## config.mk

```make
export PLATFORM = sky130hd
export DESIGN_NAME = pulse_period_meter
export DESIGN_NICKNAME = d
export VERILOG_FILES = /design/src/rtl/pulse_period_meter_pkg.sv /design/src/rtl/pulse_period_meter_sync_edge_det.sv /design/src/rtl/pulse_period_meter.sv
export SDC_FILE = /design/constraint.sdc
export NUM_CORES = 1
export LEC_CHECK = 0
export BUFFER_PORTS_ARGS = -buffer_cell sky130_fd_sc_hd__buf_4
export CORE_MARGIN = 2
export CORE_UTILIZATION = 58
export DETAILED_ROUTE_END_ITERATION = 7
export PLACE_DENSITY = 0.79
export SYNTH_ARGS = -nofsm -noshare
export SYNTH_HDL_FRONTEND = slang
export SYNTH_HIERARCHICAL = 1
export SYNTH_SLANG_ARGS = --single-unit
```

## constraint.sdc

```tcl
create_clock -name clk -period 2.2 [get_ports clk]
set_input_delay 0.11 -clock clk [delete_from_list [all_inputs] [get_ports clk]]
set_output_delay 0.11 -clock clk [all_outputs]
set_load 0.01 [all_outputs]
```

## src/rtl/pulse_period_meter_pkg.sv

```systemverilog
`default_nettype none
// ============================================================================
// Module      : pulse_period_meter_pkg
// Description : State encoding and default widths for pulse_period_meter.
// Revision    : 1.0 - initial release
// ============================================================================
package pulse_period_meter_pkg;

    localparam logic [1:0] ST_IDLE = 2'd0;
    localparam logic [1:0] ST_ARM  = 2'd1;
    localparam logic [1:0] ST_HIGH = 2'd2;
    localparam logic [1:0] ST_LOW  = 2'd3;

    localparam int c_default_cnt_w = 16;

    typedef enum logic [1:0] {
        S_IDLE = ST_IDLE,
        S_ARM  = ST_ARM,
        S_HIGH = ST_HIGH,
        S_LOW  = ST_LOW
    } state_e;

endpackage
`default_nettype wire

```

## src/rtl/pulse_period_meter_sync_edge_det.sv

```systemverilog
`default_nettype none
// ============================================================================
// Module      : sync_edge_det
// Description : Multi-flop synchronizer for an asynchronous level plus
//               rising/falling edge detection on the synchronized level.
// Revision    : 1.0 - initial release
// ============================================================================
module sync_edge_det
    import pulse_period_meter_pkg::*;
#(
    parameter int SYNC_STAGES = 2
) (
    input  logic clk,
    input  logic rst_n,
    input  logic sig_in,
    output logic sig_s,
    output logic rise,
    output logic fall
);

    logic [SYNC_STAGES-1:0] r_sync;
    logic                   r_sig_d;

    always_ff @(posedge clk or negedge rst_n) begin
        if (!rst_n) begin
            r_sync  <= '0;
            r_sig_d <= 1'b0;
        end else begin
            r_sync  <= {r_sync[SYNC_STAGES-2:0], sig_in};
            r_sig_d <= r_sync[SYNC_STAGES-1];
        end
    end

    assign sig_s = r_sync[SYNC_STAGES-1];
    assign rise  = sig_s & ~r_sig_d;
    assign fall  = ~sig_s & r_sig_d;

endmodule
`default_nettype wire

```

## src/rtl/pulse_period_meter.sv

```systemverilog
`default_nettype none
// ============================================================================
// Module      : pulse_period_meter
// Description : Measures period and high time (in clk cycles) of an
//               asynchronous periodic input; one strobed result per period.
// Revision    : 1.0 - initial release
// ============================================================================
module pulse_period_meter
    import pulse_period_meter_pkg::*;
#(
    parameter int CNT_W       = c_default_cnt_w,
    parameter int SYNC_STAGES = 2
) (
    input  logic             clk,
    input  logic             rst_n,
    input  logic             en,
    input  logic             sig_in,
    output logic [CNT_W-1:0] period,
    output logic [CNT_W-1:0] high_time,
    output logic             meas_valid,
    output logic             overflow,
    output logic             busy
);

    localparam logic [CNT_W-1:0] c_cnt_max = '1;
    localparam logic [CNT_W-1:0] c_cnt_one = CNT_W'(1);

    logic w_sig_s;
    logic w_rise;
    logic w_fall;
    logic w_cnt_max;

    state_e           r_state;
    logic [CNT_W-1:0] r_period_cnt;
    logic [CNT_W-1:0] r_high_cnt;
    logic [CNT_W-1:0] r_period;
    logic [CNT_W-1:0] r_high_time;
    logic             r_meas_valid;
    logic             r_overflow;
    logic             r_busy;

    sync_edge_det #(
        .SYNC_STAGES (SYNC_STAGES)
    ) u_sync_edge_det (
        .clk    (clk),
        .rst_n  (rst_n),
        .sig_in (sig_in),
        .sig_s  (w_sig_s),
        .rise   (w_rise),
        .fall   (w_fall)
    );

    // Incrementing past all-ones would wrap, so saturation aborts the period.
    assign w_cnt_max = (r_period_cnt == c_cnt_max);

    always_ff @(posedge clk or negedge rst_n) begin
        if (!rst_n) begin
            r_state      <= S_IDLE;
            r_period_cnt <= '0;
            r_high_cnt   <= '0;
            r_period     <= '0;
            r_high_time  <= '0;
            r_meas_valid <= 1'b0;
            r_overflow   <= 1'b0;
            r_busy       <= 1'b0;
        end else begin
            r_meas_valid <= 1'b0;
            if (!en) begin
                r_state      <= S_IDLE;
                r_busy       <= 1'b0;
                r_period_cnt <= '0;
                r_high_cnt   <= '0;
            end else begin
                case (r_state)
                    S_IDLE: begin
                        r_state    <= S_ARM;
                        r_busy     <= 1'b1;
                        r_overflow <= 1'b0;
                    end
                    S_ARM: begin
                        if (w_rise) begin
                            r_period_cnt <= c_cnt_one;
                            r_high_cnt   <= c_cnt_one;
                            r_state      <= S_HIGH;
                        end
                    end
                    S_HIGH: begin
                        if (w_cnt_max) begin
                            r_overflow <= 1'b1;
                            r_state    <= S_ARM;
                        end else begin
                            r_period_cnt <= r_period_cnt + c_cnt_one;
                            // high_cnt stops on the fall cycle itself
                            if (w_sig_s) begin
                                r_high_cnt <= r_high_cnt + c_cnt_one;
                            end
                            if (w_fall) begin
                                r_state <= S_LOW;
                            end
                        end
                    end
                    S_LOW: begin
                        if (w_rise) begin
                            r_period     <= r_period_cnt;
                            r_high_time  <= r_high_cnt;
                            r_meas_valid <= 1'b1;
                            r_period_cnt <= c_cnt_one;
                            r_high_cnt   <= c_cnt_one;
                            r_state      <= S_HIGH;
                        end else if (w_cnt_max) begin
                            r_overflow <= 1'b1;
                            r_state    <= S_ARM;
                        end else begin
                            r_period_cnt <= r_period_cnt + c_cnt_one;
                        end
                    end
                    default: begin
                        r_state <= S_IDLE;
                        r_busy  <= 1'b0;
                    end
                endcase
            end
        end
    end

    assign period     = r_period;
    assign high_time  = r_high_time;
    assign meas_valid = r_meas_valid;
    assign overflow   = r_overflow;
    assign busy       = r_busy;

endmodule
`default_nettype wire

```

* After elaboration in Yosys (flattened, before gate mapping)
Cells that the tools add are included.
Word-level totals: bits in registers 72, logic and storage cells 62, input port bits 4, output and inout port bits 35
Operators by class: $add $sub $neg 2, bitwise logic cells 4, reduce and logical (&&, ||, !) cells 8, mux-type cells 24, equality and inequality tests 14
Operators with widths (number):
- 16-bit 2-to-1 mux | 7
- 16-bit case mux with 3 select lines | 1
- 16-bit by 1-bit adder with 16-bit output (second input constant) | 2
- 16-bit case mux with 2 select lines | 1
- 16-bit equality test (second input constant) | 1
- 2-bit 2-to-1 mux | 6
- 3-bit by 2-bit != test with 1-bit output (second input constant) | 4
- 3-bit AND reduction | 3
- 4-bit by 3-bit != test with 1-bit output (second input constant) | 2
- 2-bit case mux with 4 select lines | 1
- 1-bit 2-to-1 mux | 7
- 2-bit equality test (second input constant) | 2
- 4-bit by 1-bit != test with 1-bit output (second input constant) | 1
- 4-bit AND reduction | 1
- 3-bit != test (second input constant) | 1
- 1-bit case mux with 3 select lines | 1
- 3-bit nonzero test | 1
- 1-bit bitwise AND | 2
- 2-bit by 1-bit equality test with 1-bit output (second input constant) | 1
- 2-bit logical NOT | 1
- 2-bit by 1-bit != test with 1-bit output (second input constant) | 1
- 2-bit != test (second input constant) | 1
- 1-bit inverter | 2
- 2-bit AND reduction | 1
- 2-bit OR reduction | 1

* Longest topological paths before layout
word-level depth 6, depth in mapped cells 6, mapped depth without buffers 5

* Hierarchy
Netlist, hierarchy kept.
Modules (own cells, without submodules):
- pulse_period_meter | seq. area each 1726.7 um^2, cells each 346, instances 1, area each 3261.9 um^2
- sync_edge_det | seq. area each 75.1 um^2, cells each 5, instances 1, area each 90.1 um^2

* Worst setup path before layout
No wires, ideal clock.
kind flip-flop to flip-flop, start reg r_period_cnt[0], end reg r_period_cnt[5], path slack 430 ps, period minus slack after synthesis 1770 ps, arrival 1703 ps, data required time 2134 ps, stages on the path, launching flop included 7, buffers on the path 1, setup time 66 ps, cell sequence dfrtp_1 -> ha_1 -> nand3_2 -> or4_1 -> buf_2 -> a31oi_1 -> a41o_1
Between the ends: longest elaborated chain between the ends 5, elaborated cells between the ends (all ways) 6, those cells by class add/sub (1); eq/ne (1); mux (4)
RTL lines:
- start: declaration | line pulse_period_meter.sv:34 | logic [CNT_W-1:0] r_period_cnt;
- start signal: assignment | line pulse_period_meter.sv:82 | r_period_cnt <= c_cnt_one;
- start signal: assignment | line pulse_period_meter.sv:92 | r_period_cnt <= r_period_cnt + c_cnt_one;
- start signal: assignment | line pulse_period_meter.sv:107 | r_period_cnt <= c_cnt_one;
- 16-bit by 1-bit adder with 16-bit output / 16-bit equality test (equally long branches) | line pulse_period_meter.sv:92, pulse_period_meter.sv:114, pulse_period_meter.sv:54
- 16-bit 2-to-1 mux (*) | line pulse_period_meter.sv:88, pulse_period_meter.sv:110
- 16-bit 2-to-1 mux | line pulse_period_meter.sv:103 | if (w_rise) begin
- 16-bit case mux with 3 select lines (*) | line pulse_period_meter.sv:74 | case (r_state)
- 16-bit 2-to-1 mux (*) | line pulse_period_meter.sv:68 | if (!en) begin
Mark *: on every way between the ends. The rest lies on a longest branch, timed or not. A chain may end at the register's enable or synchronous reset.

* Worst setup path after layout
start reg r_period_cnt[1], end reg r_period_cnt[14]
Same word-level chain as after synthesis.

==> summary.md <==
| Metric | Value |
|---|---|
| Port Buf Inserts | `38` |
| Top-area cell type share of the netlist area | `0.538` |
| HP Start | `en` |
| CP Buf/Inv Count | `0` |
| Drt initial violations | `312` |
| Crit Path Max Fanout | `10` |
| Outcome | `complete, no violations` |
| Critical Path Source | `r_period_cnt[1]` |
| Leakage | `2.01 nW` |
| Final Util | `0.722` |
| FFs w/ async S/R, synth | `1.00` |
| Core area | `5540 sq um` |
| Drt pass-1 iters | `4` |
| Post-DRT Antenna Nets | `0` |
| EDFF count, synth | `0` |
| Initial Utilization | `0.605` |
| CP Capture Type | `register` |
| Layout cell share with drive strength beyond 1 | `0.192` |
| Final hold vios | `0` |
| Largest net degree at the start of global routing | `73` |
| Die width | `80.0 microns` |
| Mean Syn Cell Area | `9.55 sq um` |
| Vias in the first global route | `2624` |
| Post-synth cell types | `49` |
| DIE HEIGHT | `80.0 microns` |
| Crit path cell chain | `ha_1 -> nand3_2 -> or4_1 -> a311oi_2` |
| Tot Pwr | `2.75 mW` |
| Number of vias per cell | `5.88` |
| Vias | `2781` |
| Syn Inst Count | `351` |
| Worst path max stage delay | `0.72 ns` |
| Drt wl/cell | `15.7 microns` |
| Worst hold slack | `0.129 ns` |
| I/O pin cnt | `39` |
| Synth cell count leaders | `117 x nand2_1, 72 x dfrtp_1, 23 x a21oi_1` |
| PostCTS Resize Cnt | `0` |
| Arr. time, crit path | `2.30 ns` |
| Total grt overflow | `0` |
| CP startpoint kind | `register` |
| Total track usage | `0.258` |
| Hold buffers post-CTS | `2` |
| Final setup margin | `0.150 ns` |
| Post-Place Cell Area | `3720 sq um` |
| Area of the mapped netlist | `3350 sq um` |
| Worst r2r src | `r_period_cnt[1]` |
| # rows | `27` |
| Layout Nets | `402` |
| Slowest-stage cell, CP | `or4_1` |
| Period utilization | `0.932` |
| TritonCTS clock tree | `built` |
| Clock sinks | `72` |
| Normalized max-slew margin | `0.396` |
| HP Class | `input port to register` |
| # setup viols final | `0` |
| Clock Pin Slew Worst Setup and Hold Paths | `0.08 ns` |
| # diodes | `0` |
| Root buffer cell | `clkbuf_8` |
| Slew Limit Fails | `0` |
| Number of fill cells | `436` |
| DP HPWL | `5020 microns` |
| Max-cap viol count | `0` |
| Worst IR drop on VDD | `359 uV` |
| Final wirelength | `7440 microns` |
| Bufs on Longest Clock Path | `2` |
| DRC | `0` |
| Initial antenna violation count | `0` |
| Yosys warning count | `6` |
| CP delay by family, top | `simple AND/OR/NAND/NOR gates` |
| Clk_lat worst skew | `0.34 ns` |
| Die ar. | `6400 sq um` |
| H-tree levels | `3` |
| Largest cells by area after synthesis | `dfrtp_1 54%, nand2_1 13%, a21oi_1 3.4%, or4_1 2.2%, o31ai_1 2.0%` |
| CTS buffer count | `9` |
| Critical path class | `register to register` |
| Worst-margin pin slew | `0.906 ns` |
| Post-synthesis sequential area ratio | `0.538` |
| Synth area leader | `dfrtp_1` |
| Most instantiated library cell after synthesis | `nand2_1` |
| Placed cells | `455` |
| Area delta synth->final | `19.3%` |
| Fmax | `0.488 GHz` |
| Syn Nets | `357` |
| Skew final | `0.00879 ns` |
| WP data required | `2.45 ns` |
| Setup Buffers After CTS | `0` |
| Power Density | `689 nW/um^2` |
| Synth Flop Type | `dfrtp_1` |
| Unrepaired setup endpoints after global routing | `no` |
| Fin crit period | `2.05 ns` |
| Post-layout instance area | `4000 sq um` |
| DP Worst Slack | `0.200 ns` |
| Global-route wire length before repair | `12600 microns` |
| Finished Layout Cells | `473` |
| Setup TNS | `0 ns` |
| FF+latch count, synth | `72` |
| RD Place Congestion | `0.863` |
[cell type report]
type,instances,area [sq um],share of cell area
timing repair buffer,51,388,0.0970
sequential,72,1800,0.451
clock inverter,5,103,0.0257
clock buffer,11,151,0.0379
multi-input combinational,259,1450,0.363
inverter,3,11.3,0.00282
tap,72,90.1,0.0225
[flip-flops by register name, indices dropped and copies added, names as in the netlist]
signal	cells
busy	1
high_time	16
meas_valid	1
overflow	1
period	16
r_high_cnt	16
r_period_cnt	16
r_state	2
u_sync_edge_det/r_sig_d	1
u_sync_edge_det/r_sync	2
[power by group]
part	internal, mW	switching [mW]
Clock	0.813	0.485
Sequential	1.34	0.0126
Combinational	0.0357	0.0724
Total	2.18	0.570
[placed cells by master, fill, tap and decap left out, types with 4 or more instances in the layout]
cell and n:
dfrtp_1 72, nand2_1 117, o21ai_1 5, or4_1 10
nand3_1 10, a21oi_1 23, o31ai_1 9, a31oi_1 5
nor2_1 13, and3_1 9, clkbuf_8 11, nand4_1 5
and4_1 4, buf_4 49, or3_1 6
[worst register-to-register path, cell delays in order, from the launching register on]
cell and delay, ns:
dfrtp_1 0.42, ha_1 0.24, nand3_2 0.27, or4_1 0.73, a311oi_2 0.30
[final timing paths]
kind,end,slack [ns],cells past startpoint
min in group asynchronous,u_sync_edge_det/r_sync[1],0.44,2
max in group asynchronous,period[8],1.17,2
setup / recovery,r_period_cnt[14],0.15,4
hold / removal,r_state[1],0.13,3
setup reg to reg,r_period_cnt[14],0.15,4
hold reg to reg,u_sync_edge_det/r_sync[1],0.36,0
[cells by family after synthesis]
logic type | count (synthesis) | synth area share
muxes | 3 | 0.00896
adders and majority gates | 2 | 0.00746
buffers and inverters | 20 | 0.0291
DFF | 72 | 0.538
and+or+nand+nor | 193 | 0.283
AOI/OAI and AO/OA | 60 | 0.131
xor gates and xnor gates | 1 | 0.00261
[layer usage]
layer	global-route usage	vias to the layer above	part of all wire
met3	0.0430	10	0.055
met1	0.369	1349	0.46
li1	-	1333	-
met5	0	-	0
met2	0.385	89	0.47
met4	0.120	0	0.015
Note: power is estimated with default switching activity, not from simulation.
